### src/rtl/airi5c_spi_ahb.sv
`default_nettype none
// ============================================================================
// Module      : airi5c_spi_ahb (plus helper airi5c_spi_fifo)
// Description : AHB-lite SPI peripheral, 8-bit mode-0 frames, master or
//               slave operation, 4-entry TX and RX FIFOs.
// Revision    : 1.0 - initial release
// ============================================================================

module airi5c_spi_fifo (
    input  logic       clk,
    input  logic       reset,
    input  logic       push,
    input  logic [7:0] wdata,
    input  logic       pop,
    output logic [7:0] rdata,
    output logic       empty,
    output logic       full
);
    logic [7:0] r_mem [4];
    logic [1:0] r_wp;
    logic [1:0] r_rp;
    logic [2:0] r_cnt;
    logic       w_pop;
    logic       w_push;

    // A push into a full FIFO is still accepted when a pop frees the slot
    assign w_pop  = pop & (r_cnt != 3'd0);
    assign w_push = push & ((r_cnt != 3'd4) | w_pop);
    assign rdata  = r_mem[r_rp];
    assign empty  = (r_cnt == 3'd0);
    assign full   = (r_cnt == 3'd4);

    // Pointer and occupancy bookkeeping
    always_ff @(posedge clk) begin
        if (reset) begin
            r_wp  <= 2'd0;
            r_rp  <= 2'd0;
            r_cnt <= 3'd0;
        end else begin
            if (w_push) r_wp <= r_wp + 2'd1;
            if (w_pop)  r_rp <= r_rp + 2'd1;
            r_cnt <= r_cnt + {2'b0, w_push} - {2'b0, w_pop};
        end
    end

    // Storage array, contents are don't-care while empty
    always_ff @(posedge clk) begin
        if (w_push) r_mem[r_wp] <= wdata;
    end
endmodule

module airi5c_spi_ahb #(
    parameter logic [31:0] BASE_ADDR      = 32'hC0000020,
    parameter int          CLK_FREQ_KHZ   = 32000,
    parameter bit          DEFAULT_MASTER = 1'b1,
    parameter bit          DEFAULT_SD     = 1'b1
) (
    input  logic        clk,
    input  logic        reset,
    output logic        master_mosi,
    input  logic        master_miso,
    output logic        master_sclk,
    output logic        master_nss,
    input  logic        slave_mosi,
    output logic        slave_miso,
    input  logic        slave_sclk,
    input  logic        slave_nss,
    input  logic [31:0] haddr,
    input  logic        hwrite,
    input  logic [2:0]  hsize,
    input  logic [2:0]  hburst,
    input  logic        hmastlock,
    input  logic [3:0]  hprot,
    input  logic [1:0]  htrans,
    input  logic [31:0] hwdata,
    output logic [31:0] hrdata,
    output logic        hready,
    output logic        hresp
);
    localparam int         c_div_calc = CLK_FREQ_KHZ / 2000;
    localparam logic [7:0] c_div_rst  = (c_div_calc > 255) ? 8'd255 : 8'(c_div_calc);

    localparam logic [2:0] c_st_idle  = 3'd0;
    localparam logic [2:0] c_st_lead  = 3'd1;
    localparam logic [2:0] c_st_high  = 3'd2;
    localparam logic [2:0] c_st_low   = 3'd3;
    localparam logic [2:0] c_st_trail = 3'd4;
    localparam logic [2:0] c_st_gap   = 3'd5;

    // Bus pipeline and control registers
    logic       r_dph, r_wr;
    logic [1:0] r_off;
    logic [7:0] r_div;
    logic       r_sd, r_master, r_ovf;
    logic       w_hit, w_rd, w_data_wr, w_ctrl_wr, w_data_rd, w_stat_rd;
    logic       w_unused_bus;

    // FIFO hookups
    logic [7:0] tx_rdata, rx_rdata, rx_wdata;
    logic       tx_empty, tx_full, rx_empty, rx_full, tx_pop, rx_push;

    // Master engine
    logic [2:0] r_m_state, r_m_bit;
    logic [7:0] r_m_cnt, r_m_h, r_m_tx, r_m_rx;
    logic       r_m_sd, r_m_sclk, r_m_nss, r_m_mosi;
    logic [7:0] w_m_tx_next, w_m_rx_next;
    logic       w_m_pop, w_m_push;

    // Slave engine
    logic [2:0] r_s_nss, r_s_sclk, r_s_bit;
    logic [1:0] r_s_mosi;
    logic [7:0] r_s_tx, r_s_rx, w_s_rx_next;
    logic       r_s_act, r_s_sd;
    logic       w_nss_fall, w_nss_rise, w_sclk_rise, w_sclk_fall, w_s_run, w_s_pop, w_s_push;

    assign w_unused_bus = ^{haddr[1:0], hwdata[31:8], hsize, hburst, hmastlock, hprot, htrans};
    assign hready = 1'b1;
    assign hresp  = 1'b0;

    assign w_hit     = (haddr[31:4] == BASE_ADDR[31:4]);
    assign w_rd      = r_dph & ~r_wr;
    assign w_data_wr = r_dph & r_wr & (r_off == 2'd1);
    assign w_ctrl_wr = r_dph & r_wr & (r_off == 2'd2);
    assign w_data_rd = w_rd & (r_off == 2'd1);
    assign w_stat_rd = w_rd & (r_off == 2'd0);

    // Address phase capture; write data arrives in the following cycle
    always_ff @(posedge clk) begin
        if (reset) begin
            r_dph <= 1'b0;
            r_wr  <= 1'b0;
            r_off <= 2'd0;
        end else begin
            r_dph <= w_hit;
            r_wr  <= hwrite;
            r_off <= haddr[3:2];
        end
    end

    // Control register and sticky overflow flag (a new overflow beats the clear)
    always_ff @(posedge clk) begin
        if (reset) begin
            r_div    <= c_div_rst;
            r_sd     <= DEFAULT_SD;
            r_master <= DEFAULT_MASTER;
            r_ovf    <= 1'b0;
        end else begin
            if (w_ctrl_wr) begin
                r_div    <= hwdata[7:0];
                r_sd     <= hwdata[12];
                r_master <= hwdata[14];
            end
            if (rx_push & rx_full & ~w_data_rd) r_ovf <= 1'b1;
            else if (w_stat_rd)                 r_ovf <= 1'b0;
        end
    end

    // Data-phase read mux
    always_comb begin
        hrdata = 32'd0;
        if (w_rd) begin
            case (r_off)
                2'd0:    hrdata = {26'd0, r_ovf, (r_m_state != c_st_idle), rx_full, rx_empty, tx_full, tx_empty};
                2'd1:    hrdata = {24'd0, (rx_empty ? 8'h00 : rx_rdata)};
                2'd2:    hrdata = {17'd0, r_master, 1'b0, r_sd, 4'd0, r_div};
                default: hrdata = 32'd0;
            endcase
        end
    end

    assign tx_pop   = w_m_pop | w_s_pop;
    assign rx_push  = w_m_push | w_s_push;
    assign rx_wdata = w_m_push ? r_m_rx : w_s_rx_next;

    airi5c_spi_fifo u_tx (.clk(clk), .reset(reset), .push(w_data_wr), .wdata(hwdata[7:0]),
                          .pop(tx_pop), .rdata(tx_rdata), .empty(tx_empty), .full(tx_full));
    airi5c_spi_fifo u_rx (.clk(clk), .reset(reset), .push(rx_push), .wdata(rx_wdata),
                          .pop(w_data_rd), .rdata(rx_rdata), .empty(rx_empty), .full(rx_full));

    assign master_sclk = r_m_sclk;
    assign master_nss  = r_m_nss;
    assign master_mosi = r_m_mosi;
    assign w_m_pop     = (r_m_state == c_st_idle) & r_master & ~tx_empty;
    assign w_m_push    = (r_m_state == c_st_trail) & (r_m_cnt == 8'd0);
    assign w_m_tx_next = r_m_sd ? {r_m_tx[6:0], 1'b0} : {1'b0, r_m_tx[7:1]};
    assign w_m_rx_next = r_m_sd ? {r_m_rx[6:0], master_miso} : {master_miso, r_m_rx[7:1]};

    // Master frame sequencer; every phase lasts DIV+1 clocks
    always_ff @(posedge clk) begin
        if (reset) begin
            r_m_state <= c_st_idle;
            r_m_cnt   <= 8'd0;
            r_m_h     <= 8'd0;
            r_m_bit   <= 3'd0;
            r_m_tx    <= 8'd0;
            r_m_rx    <= 8'd0;
            r_m_sd    <= 1'b0;
            r_m_sclk  <= 1'b0;
            r_m_nss   <= 1'b1;
            r_m_mosi  <= 1'b0;
        end else begin
            if (r_m_state != c_st_idle && r_m_cnt != 8'd0) begin
                r_m_cnt <= r_m_cnt - 8'd1;
            end else begin
                case (r_m_state)
                    c_st_idle: if (w_m_pop) begin
                        r_m_state <= c_st_lead;
                        r_m_nss   <= 1'b0;
                        r_m_h     <= r_div;
                        r_m_cnt   <= r_div;
                        r_m_sd    <= r_sd;
                        r_m_tx    <= tx_rdata;
                        r_m_mosi  <= r_sd ? tx_rdata[7] : tx_rdata[0];
                        r_m_bit   <= 3'd0;
                    end
                    c_st_lead: begin
                        r_m_state <= c_st_high;
                        r_m_sclk  <= 1'b1;
                        r_m_rx    <= w_m_rx_next;
                        r_m_cnt   <= r_m_h;
                    end
                    c_st_high: begin
                        r_m_state <= c_st_low;
                        r_m_sclk  <= 1'b0;
                        r_m_tx    <= w_m_tx_next;
                        r_m_mosi  <= r_m_sd ? w_m_tx_next[7] : w_m_tx_next[0];
                        r_m_cnt   <= r_m_h;
                    end
                    c_st_low: begin
                        r_m_cnt <= r_m_h;
                        if (r_m_bit == 3'd7) begin
                            r_m_state <= c_st_trail;
                        end else begin
                            r_m_state <= c_st_high;
                            r_m_sclk  <= 1'b1;
                            r_m_rx    <= w_m_rx_next;
                            r_m_bit   <= r_m_bit + 3'd1;
                        end
                    end
                    c_st_trail: begin
                        r_m_state <= c_st_gap;
                        r_m_nss   <= 1'b1;
                        r_m_mosi  <= 1'b0;
                        r_m_cnt   <= r_m_h;
                    end
                    default: r_m_state <= c_st_idle;
                endcase
            end
        end
    end

    // Two-flop synchronisers, third stage kept for edge detection
    always_ff @(posedge clk) begin
        if (reset) begin
            r_s_nss  <= 3'b111;
            r_s_sclk <= 3'b000;
            r_s_mosi <= 2'b00;
        end else begin
            r_s_nss  <= {r_s_nss[1:0], slave_nss};
            r_s_sclk <= {r_s_sclk[1:0], slave_sclk};
            r_s_mosi <= {r_s_mosi[0], slave_mosi};
        end
    end

    assign w_nss_fall  = r_s_nss[2] & ~r_s_nss[1];
    assign w_nss_rise  = ~r_s_nss[2] & r_s_nss[1];
    assign w_sclk_rise = ~r_s_sclk[2] & r_s_sclk[1];
    assign w_sclk_fall = r_s_sclk[2] & ~r_s_sclk[1];
    assign w_s_pop     = w_nss_fall & ~r_master;
    assign w_s_run     = r_s_act & ~w_nss_rise & ~w_s_pop;
    assign w_s_push    = w_s_run & w_sclk_rise & (r_s_bit == 3'd7);
    assign w_s_rx_next = r_s_sd ? {r_s_rx[6:0], r_s_mosi[1]} : {r_s_mosi[1], r_s_rx[7:1]};
    assign slave_miso  = r_s_act & (r_s_sd ? r_s_tx[7] : r_s_tx[0]);

    // Slave shifter; deselect mid-byte throws the partial byte away
    always_ff @(posedge clk) begin
        if (reset) begin
            r_s_act <= 1'b0;
            r_s_sd  <= 1'b0;
            r_s_bit <= 3'd0;
            r_s_tx  <= 8'd0;
            r_s_rx  <= 8'd0;
        end else if (w_nss_rise) begin
            r_s_act <= 1'b0;
            r_s_bit <= 3'd0;
        end else if (w_s_pop) begin
            r_s_act <= 1'b1;
            r_s_bit <= 3'd0;
            r_s_sd  <= r_sd;
            r_s_tx  <= tx_empty ? 8'h00 : tx_rdata;
        end else if (r_s_act) begin
            if (w_sclk_rise) begin
                r_s_rx  <= w_s_rx_next;
                r_s_bit <= r_s_bit + 3'd1;
            end
            if (w_sclk_fall) begin
                r_s_tx <= r_s_sd ? {r_s_tx[6:0], 1'b0} : {1'b0, r_s_tx[7:1]};
            end
        end
    end
endmodule
`default_nettype wire

### config.mk
export PLATFORM = sky130hd
export DESIGN_NAME = airi5c_spi_ahb
export DESIGN_NICKNAME = d
export VERILOG_FILES = /design/src/rtl/airi5c_spi_ahb.sv
export SDC_FILE = /design/constraint.sdc
export NUM_CORES = 1
export LEC_CHECK = 0
export CAP_MARGIN = 15
export CORE_ASPECT_RATIO = 0.7
export CORE_MARGIN = 2
export CORE_UTILIZATION = 54
export CTS_CLUSTER_SIZE = 16
export DETAILED_ROUTE_END_ITERATION = 7
export MAX_ROUTING_LAYER = met4
export PLACE_DENSITY = 0.88
export SLEW_MARGIN = 20
export SYNTH_ARGS = -nofsm -noshare
export SYNTH_HDL_FRONTEND = slang
export SYNTH_HIERARCHICAL = 1
export SYNTH_SLANG_ARGS = --single-unit
### constraint.sdc
create_clock -name clk -period 3.4 [get_ports clk]
set_input_delay 0.51 -clock clk [delete_from_list [all_inputs] [get_ports clk]]
set_output_delay 0.51 -clock clk [all_outputs]
set_load 0.01 [all_outputs]
==> metrics.cfg, run 1 <==
[floorplan]
coreArea_um2 = 14500
ios = 122
die_x_um = 149
dieArea_um2 = 15700
rows = 37
fp.dieH_um = 106
start_util = 0.548

[synth]
synthDistinctLibCells = 67
synth-main-ff-cell = dfxtp_1
yosysSeqAreaShare = 0.503
synth.ff_latch_count = 168
synth_area_leaders = dfxtp_1 (26%), edfxtp_1 (24%), mux2i_1 (6.5%)
yosys_warnings = 6
syn_area_um2 = 7960
yosys.area.top_type = dfxtp_1
synth_edf_count = 64
synth_top_area_share = 0.262
async_flop_share = 0
syn_inst = 770
synth.avg_cell_area_um2 = 10.3

[setup_path]
rr_worst_depth = 13
crit_fanout = 8
cpPeakStageDelay_ns = 0.69
crit_chain = mux4_2 -> a21oi_1 -> nor2_1 -> a21oi_1 -> nor2_1 -> clkdlybuf4s50_1
arrival_ns = 2.61
slowest_stage = dfxtp_1
r2r_end = u_tx/r_cnt[2]$_SDFF_PP0_
critical_path_class = flip-flop to output port
reg2reg_slack_ns = 0.34
critical-path-top-delay-family = flip-flops
critPathCaptureType = output port
required_ns = 2.89
critPathBufInv = 1
r2r-start = u_tx/r_cnt[1]$_SDFF_PP0_
worst_setup_path_start_kind = flip-flop

[clocking]
cts_resized = 0
postCtsHoldBufs = 0
cts_root_buf = clkbuf_16
cts_buffer_depth = 2
cts_tree = yes
postCtsSetupBuffers = 0
clk_pin_slew_ns = 0.06
cts_max_level = 4
cts_made_buffers = 17
clock_latency_ns = 0.43
clkSinkCount = 168

[timing]
drv_slew = 0
layout_min_cycle_time_ns = 3.12
slew_headroom = 0.335
setup_viol = 0
setup_tns_ns = 0
worstMarginPinSlew_ns = 0.996
hold_viol = 0
rsz0062_at_grt = false
timing.final.crit_share = 0.918
finClkSkew_ns = 0.00925
fmax_ghz = 0.320

[finish]
multiInputGateArea_um2 = 3650
final_common_cell = nor2_1
final_layout_size_suffix_gt1_frac = 0.118
layout.nets = 927
register_area_um2 = 4000
antennaDiodeCount = 0
syn2layout_area_growth_pct = 16.9
fillCellCount = 1057
final_cell_mix = nor2_1 (112), dfxtp_1 (104), a21oi_1 (75)
post-route-util = 0.640

[power_and_ir_drop]
leakagePower_uw = 0.00331
vdd_drop_max_mv = 0.433
pwr_density_cell_nw_per_um2 = 454

[grt]
gr-total-overflow = 0
grt_pass1_wl_mm = 29.5
globalRouteTotalUtil = 0.249
grt_pass1_vias = 5694
antenna_found_initial = 0
grt_max_degree = 45

[job]
max-cap-violations = 0

[status]
status = completed

[detailed_routing]
initialDrtViolationCount = 825
drc = 0
vias = 6067
viasPerCell = 5.87
firstDrtPassIters = 5
wl_mm = 18.3
wl_per_cell_um = 17.7
antenna_left = 0

[place]
gp_congestion = 0.894
io_buffers = 60
dp_hpwl_mm = 12.3

[worst_hold_path]
hold_depth = 1
hp-class = flip-flop to flip-flop
min_to = r_s_nss[1]$_SDFF_PP1_
hold_path.startpoint = r_s_nss[0]$_SDFF_PP1_

-- metrics by stage --
step / cell area, um2 / setup WS [ns] / hold slack [ns] / power [uW] / std cells
floorplan: 8040 / 0.364 / 0.389 / 2200 / 792
global placement: 8690 / 0.574 / 0.396 / 2250 / 1001
detailed placement: 8690 / 0.482 / 0.394 / 2250 / 1001
CTS: 9310 / 0.234 / 0.409 / 4250 / 1033
global route: 9310 / 0.0897 / 0.431 / 4340 / 1033
finish: 9310 / 0.278 / 0.407 / 4230 / 1033
-- routing by layer --
| layer | vias to the layer above | GRT usage | wire (um) |
|---|---|---|---|
| met2 | 353 | 0.382 | 8630 |
| met5 | - | - | 0 |
| met4 | 0 | 0.0810 | 420 |
| met1 | 2861 | 0.337 | 7810 |
| li1 | 2805 | - | - |
| met3 | 48 | 0.0463 | 1460 |
-- flip-flops by register name, summed over array words and instances, names as in the netlist, 8 cells and up, named ones only --
| name | count |
|---|---|
| u_rx/r_mem | 32 |
| u_tx/r_mem | 32 |
| r_div | 8 |
| r_m_cnt | 8 |
| r_m_h | 8 |
| r_m_rx | 8 |
| r_m_tx | 8 |
| r_s_rx | 8 |
| r_s_tx | 8 |
-- cell type report --
type	count	area share
clock buffer	18	0.0472
clock inverter	14	0.0198
inverter	14	0.00565
multi-input combinational	546	0.392
sequential	168	0.430
tap	195	0.0262
timing repair buffer	78	0.0788
-- worst register-to-register path: stages, from the launching register on --
cell and delay [ns]:
dfxtp_1 0.47, nor3_1 0.14, nand2b_1 0.20, or2_2 0.41, nand2b_1 0.16, o31ai_1 0.16, nor2_1 0.20, a21o_2 0.13
ha_1 0.15, inv_1 0.06, fa_1 0.41, xor2_1 0.19, and2_1 0.17, nor3_1 0.13
-- power by group --
group	leakage, uW	internal, uW	switching [uW]	total (uW)
logic	0.00159	59.7	57.4	117
registers	0.00142	2090	7.03	2090
clock network	0.000298	1190	826	2020
-- worst max path at each step --
stage / from / end / cells after the start
5_1_grt: flip-flop / hrdata[2] / 6
2_1_floorplan: r_m_cnt[0]$_SDFFE_PP0P_ / u_rx/r_cnt[2]$_SDFF_PP0_ / 13
3_3_place_gp: r_m_cnt[0]$_SDFFE_PP0P_ / u_rx/r_cnt[2]$_SDFF_PP0_ / 14
3_5_place_dp: u_tx/r_cnt[1]$_SDFF_PP0_ / u_tx/r_cnt[2]$_SDFF_PP0_ / 13
6_report: flip-flop / hrdata[3] / 6
4_1_cts: flip-flop / hrdata[3] / 6
-- cells by family after synthesis --
family / count (synthesis) / synth area share
AOI/OAI and AO/OA: 137 / 0.106
xor gates and xnor gates: 7 / 0.00770
adders and majority gates: 18 / 0.0302
buffers and inverters: 78 / 0.0493
DFF: 168 / 0.503
muxes: 73 / 0.118
other: 2 / 0.000943
and+or+nand+nor: 287 / 0.185
-- cells in the mapped netlist (3+ instances only) --
library cell / number
a211oi_1: 8
a21oi_1: 75
a311oi_1: 3
and2_1: 12
and3_1: 6
buf_1: 4
buf_2: 8
buf_4: 24
clkbuf_1: 28
dfxtp_1: 104
edfxtp_1: 64
ha_1: 16
inv_1: 14
mux2_2: 4
mux2i_1: 52
mux4_2: 16
nand2_1: 54
nand2b_1: 10
nand3_1: 4
nand3b_1: 16
nand4_1: 6
nor2_1: 112
nor2b_1: 21
nor3_1: 13
nor3_2: 3
nor3b_1: 4
nor4_1: 4
o21ai_0: 17
o22ai_1: 4
o31ai_1: 3
or2_2: 4
or3_1: 5
xor2_1: 7
Power figures use the tool's default switching activity.
==> run 2, diff against run 1 <==
--- a/config.mk
+++ b/config.mk
@@ -8,5 +8,4 @@
 export CAP_MARGIN = 15
 export CORE_ASPECT_RATIO = 0.7
-export CORE_MARGIN = 2
 export CORE_UTILIZATION = 54
 export CTS_CLUSTER_SIZE = 16
==> constraint.sdc (replaced) <==
create_clock -name clk -period 3.4 [get_ports clk]
set_input_delay 0.68 -clock clk [delete_from_list [all_inputs] [get_ports clk]]
set_output_delay 0.68 -clock clk [all_outputs]
set_load 0.01 [all_outputs]
==> metrics.cfg, run 2 (synthesized netlist as in run 1, its figures left out) <==
[place]
dp_hpwl_mm = 12.4
gp_congestion = 0.908
place_ws_ns = 0.386
dp.cells = 997
io_buffers = 60

[setup_path]
cpPeakStageDelay_ns = 0.57
crit_fanout = 13
rr_worst_depth = 13
cp.depth = 7
critPathCaptureType = output port
worst_setup_path_start_kind = flip-flop
arrival_ns = 2.49
slowest_stage = nor3_1
critical-path-top-delay-family = simple AND/OR/NAND/NOR gates
setup.worst_path.start = r_m_state[0]$_SDFFE_PP0P_
r2r-start = u_tx/r_cnt[1]$_SDFF_PP0_
required_ns = 2.72
reg2reg_slack_ns = 0.28
critPathBufInv = 2
r2r_end = u_tx/r_cnt[2]$_SDFF_PP0_
crit_chain = buf_4 -> nor3_1 -> nor2_1 -> a21oi_1 -> o21ai_0 -> and2_1 -> clkdlybuf4s50_1
critical_path_class = flip-flop to output port

[clocking]
cts_root_buf = clkbuf_16
clk_pin_slew_ns = 0.07
cts_max_level = 4
clock_latency_ns = 0.43
cts_buffer_depth = 2
cts_made_buffers = 17
cts_tree = yes
clkSinkCount = 168
postCtsSetupBuffers = 0

[timing]
worstMarginPinSlew_ns = 0.817
drv_slew = 0
finalWorstSetupSlack_ns = 0.229
setup_tns_ns = 0
timing.hold.ws_ns = 0.423
hold_viol = 0
slew_headroom = 0.455
layout_min_cycle_time_ns = 3.17
setup_viol = 0
fmax_ghz = 0.315
timing.final.crit_share = 0.933
finClkSkew_ns = 0.00988
rsz0062_at_grt = false

[worst_hold_path]
min_to = r_s_nss[1]$_SDFF_PP1_
hold_depth = 1
hold_path.startpoint = r_s_nss[0]$_SDFF_PP1_
hp-class = flip-flop to flip-flop

[detailed_routing]
drc = 0
firstDrtPassIters = 5
wl_per_cell_um = 17.6
initialDrtViolationCount = 632
viasPerCell = 5.85
vias = 6023
antenna_left = 0
wl_mm = 18.1

[grt]
gr-total-overflow = 0
globalRouteTotalUtil = 0.255
antenna_found_initial = 0
grt_max_degree = 83
grt_pass1_vias = 5813
grt_pass1_wl_mm = 29.5

[power_and_ir_drop]
pwr_density_cell_nw_per_um2 = 440
vdd_drop_max_mv = 0.348
leakagePower_uw = 0.00330
p_total_uw = 4080

[floorplan]
die_x_um = 147
fp.dieH_um = 104
coreArea_um2 = 14100
start_util = 0.563
rows = 36
dieArea_um2 = 15200
ios = 122

[finish]
finalNonFillerCells = 1029
antennaDiodeCount = 0
layout.nets = 928
syn2layout_area_growth_pct = 16.5
top_regs = u_rx/r_mem x32, u_tx/r_mem x32
final_layout_size_suffix_gt1_frac = 0.119
final_cell_mix = nor2_1 (112), dfxtp_1 (104), a21oi_1 (75)
final_common_cell = nor2_1

[status]
status = completed

[job]
max-cap-violations = 0

[run 2: how the worst max path moves through the flow]
| stage | to | slack [ns] |
|---|---|---|
| after detailed placement | u_tx/r_cnt[2]$_SDFF_PP0_ | 0.39 |
| final | hrdata[4] | 0.23 |
| after global placement | u_tx/r_cnt[2]$_SDFF_PP0_ | 0.54 |
| after global routing | u_tx/r_cnt[2]$_SDFF_PP0_ | 0.11 |
| after floorplan | u_rx/r_cnt[2]$_SDFF_PP0_ | 0.36 |
| after CTS | hrdata[4] | 0.18 |
[run 2: worst reg2reg max path: cells and delay by family (launching register included)]
family          cells  cell delay, ns
xor+xnor            1            0.18
fa+ha+maj           2            0.53
simple gates        7            1.53
buf+inv             1            0.05
flops               1            0.48
compound gates      2            0.26
[run 2: per-stage QoR]
| stage | instance area [um2] | util |
|---|---|---|
| final | 9270 | 0.656 |
| after global routing | 9270 | 0.656 |
| after CTS | 9270 | 0.656 |
| after detailed placement | 8690 | 0.614 |
| after global placement | 8690 | 0.614 |
| after floorplan | 8040 | - |
[run 2: layer usage]
| layer | vias up | global-route usage | routed length, um |
|---|---|---|---|
| met5 | - | - | 0 |
| met4 | 0 | 0.0758 | 293 |
| met3 | 29 | 0.0577 | 1780 |
| met2 | 338 | 0.392 | 8370 |
| met1 | 2855 | 0.338 | 7700 |
| li1 | 2801 | - | - |
[run 2: repair_timing]
item | CTS | global route
hold buffers | 0 | 0
resized for setup | 0 | 1
setup endpoints to repair | 0 | 2
[run 2: cell type report]
type | count | area [um2]
multi-input cells | 546 | 3650
fillers | 1041 | 4870
clock inverters | 15 | 159
well taps | 190 | 238
repair buffers | 79 | 741
clock buffers | 17 | 425
flip-flops and latches | 168 | 4000
inverters | 14 | 52.6
[run 2: report_power, final]
part           internal (uW)  switching, uW
Combinational           59.1           57.8
Clock                    981            893
Sequential              2080           7.09
Total                   3120            958
==> RTL change: new RTL, settings of run 1 <==
The parameter `DEFAULT_MASTER` goes from 1'b1 to 1'b0.
--- a/src/rtl/airi5c_spi_ahb.sv
+++ b/src/rtl/airi5c_spi_ahb.sv
@@ -54,3 +54,3 @@
     parameter int          CLK_FREQ_KHZ   = 32000,
-    parameter bit          DEFAULT_MASTER = 1'b1,
+    parameter bit          DEFAULT_MASTER = 1'b0,
     parameter bit          DEFAULT_SD     = 1'b1
Check against the original RTL: not equivalent (Yosys sat finds a counterexample within 4 cycles, from zero or initial values and one cycle with reset high).
==> RTL change against run 1 <==
Register-to-register slack got worse by 0.14 ns; critical path type is now flop to flop; total power decreased by 1.8%; largest cell class unchanged; design area decreased by 0.38%; critical path depth increased by 7; wire length decreased by 0.47%; sequential cell count unchanged; synthesized area about the same; setup slack got worse by 0.079 ns; utilization decreased by 0.24 points.
==> RTL change: results (changes against run 1) <==
Status
  – Result of the run: complete, no violations (unchanged)

Routing
  – Met3 routed wirelength: 1.66 mm (was 1.46 mm)
  – Number of detailed-route iterations in the first pass: 6 (was 5)
  – Met1 routed wirelength after detailed routing: 7.67 mm (was 7.81 mm)
  – Met2 routed wirelength: 8.51 mm (was 8.63 mm)
  – Average routed wire per standard cell: 17.7 um (about the same)
  – Starting DRT DRC Count: 608 (was 825)

Power
  – Leak: 3.29 nW (was 3.31 nW)
  – Combinational group share of total power: 3.4% (was 2.8%)

GRT
  – Overall track demand over capacity in global routing: 25.1% (was 24.9%)
  – Global Route met3 Usage: 5.19% (was 4.63%)
  – Met1 layer usage reported by global route: 33.5% (was 33.7%)
  – Pin count of the biggest net entering global routing: 49 (was 45)
  – Global-route wire length before repair: 29.7 mm (was 29.5 mm)
  – GR Util met2: 38.7% (was 38.2%)

Cells and area
  – Non-clock buffer share of cell area: 7.91% (was 7.88%)
  – Count of clock-net buffers in the final layout: 17 (was 18)
  – Area added between synthesis and finish: 16.5% (was 16.9%)
  – FILL cells: 1108 (was 1057)
  – Area of combinational cells with multiple inputs: 0.00366 sq mm (was 0.00365 sq mm)
  – Final instance area: 0.00927 sq mm (was 0.00931 sq mm)

Placement
  – Cell area reported after detailed placement: 0.00868 sq mm (was 0.00869 sq mm)

Synthesis
  – Most used standard cells in the synthesized netlist: 112 x sky130_fd_sc_hd__nor2_1, 104 x sky130_fd_sc_hd__dfxtp_1, 76 x sky130_fd_sc_hd__a21oi_1 (was 112 x sky130_fd_sc_hd__nor2_1, 104 x sky130_fd_sc_hd__dfxtp_1, 75 x sky130_fd_sc_hd__a21oi_1)
  – Portion of the post-synthesis area used by sequential elements: 50.3% (about the same)
  – Top post-synthesis cells by area: sky130_fd_sc_hd__dfxtp_1 26%, sky130_fd_sc_hd__edfxtp_1 24%, sky130_fd_sc_hd__mux2i_1 6.5% (unchanged)

STA
  – Clock skew after layout: 0.00877 ns (was 0.00925 ns)
==> RTL change: cell types whose count changed after synthesis <==
cell                       before  now
sky130_fd_sc_hd__nand3b_1      16   15
sky130_fd_sc_hd__a21oi_1       75   76
sky130_fd_sc_hd__buf_1          4    6
sky130_fd_sc_hd__clkbuf_1      28   26
==> RTL change: cell families after synthesis <==
logic type               after synthesis  share of synthesized area (%)
other                                  2                         0.0944
flip-flops                           168                           50.3
adder cells (fa/ha/maj)               18                           3.02
XOR/XNOR                               7                          0.770
multiplexers                          73                           11.8
AO/OA/AOI/OAI                        138                           10.7
buffers and inverters                 78                           4.94
AND/OR/NAND/NOR                      286                           18.4
==> RTL change: worst paths after layout <==
kind,to,slack (ns),cells past startpoint
worst max register to register,u_tx/r_cnt[2],0.20,13
worst min register to register,r_s_nss[1],0.41,1
worst max-delay path,u_tx/r_cnt[2],0.20,13
worst min-delay path,r_s_nss[1],0.41,1
==> RTL change: worst max-delay path, stage by stage, from the launching register on <==
cell and delay, ns:
sky130_fd_sc_hd__dfxtp_1 0.49, sky130_fd_sc_hd__nor3_1 0.11, sky130_fd_sc_hd__nand2b_1 0.21, sky130_fd_sc_hd__or2_2 0.42, sky130_fd_sc_hd__nand2b_1 0.16, sky130_fd_sc_hd__o31ai_1 0.16
sky130_fd_sc_hd__nor2_1 0.25, sky130_fd_sc_hd__a21o_2 0.14, sky130_fd_sc_hd__ha_1 0.15, sky130_fd_sc_hd__inv_1 0.06, sky130_fd_sc_hd__fa_1 0.40, sky130_fd_sc_hd__xor2_1 0.24
sky130_fd_sc_hd__nor2_1 0.10, sky130_fd_sc_hd__nor3_1 0.22
==> RTL change: what timing repair did <==
item | in CTS | in global routing
resized for setup | 0 | 1
setup buffers | 0 | 0
endpoints found under the hold margin | 0 | 0
setup endpoints to repair | 0 | 1
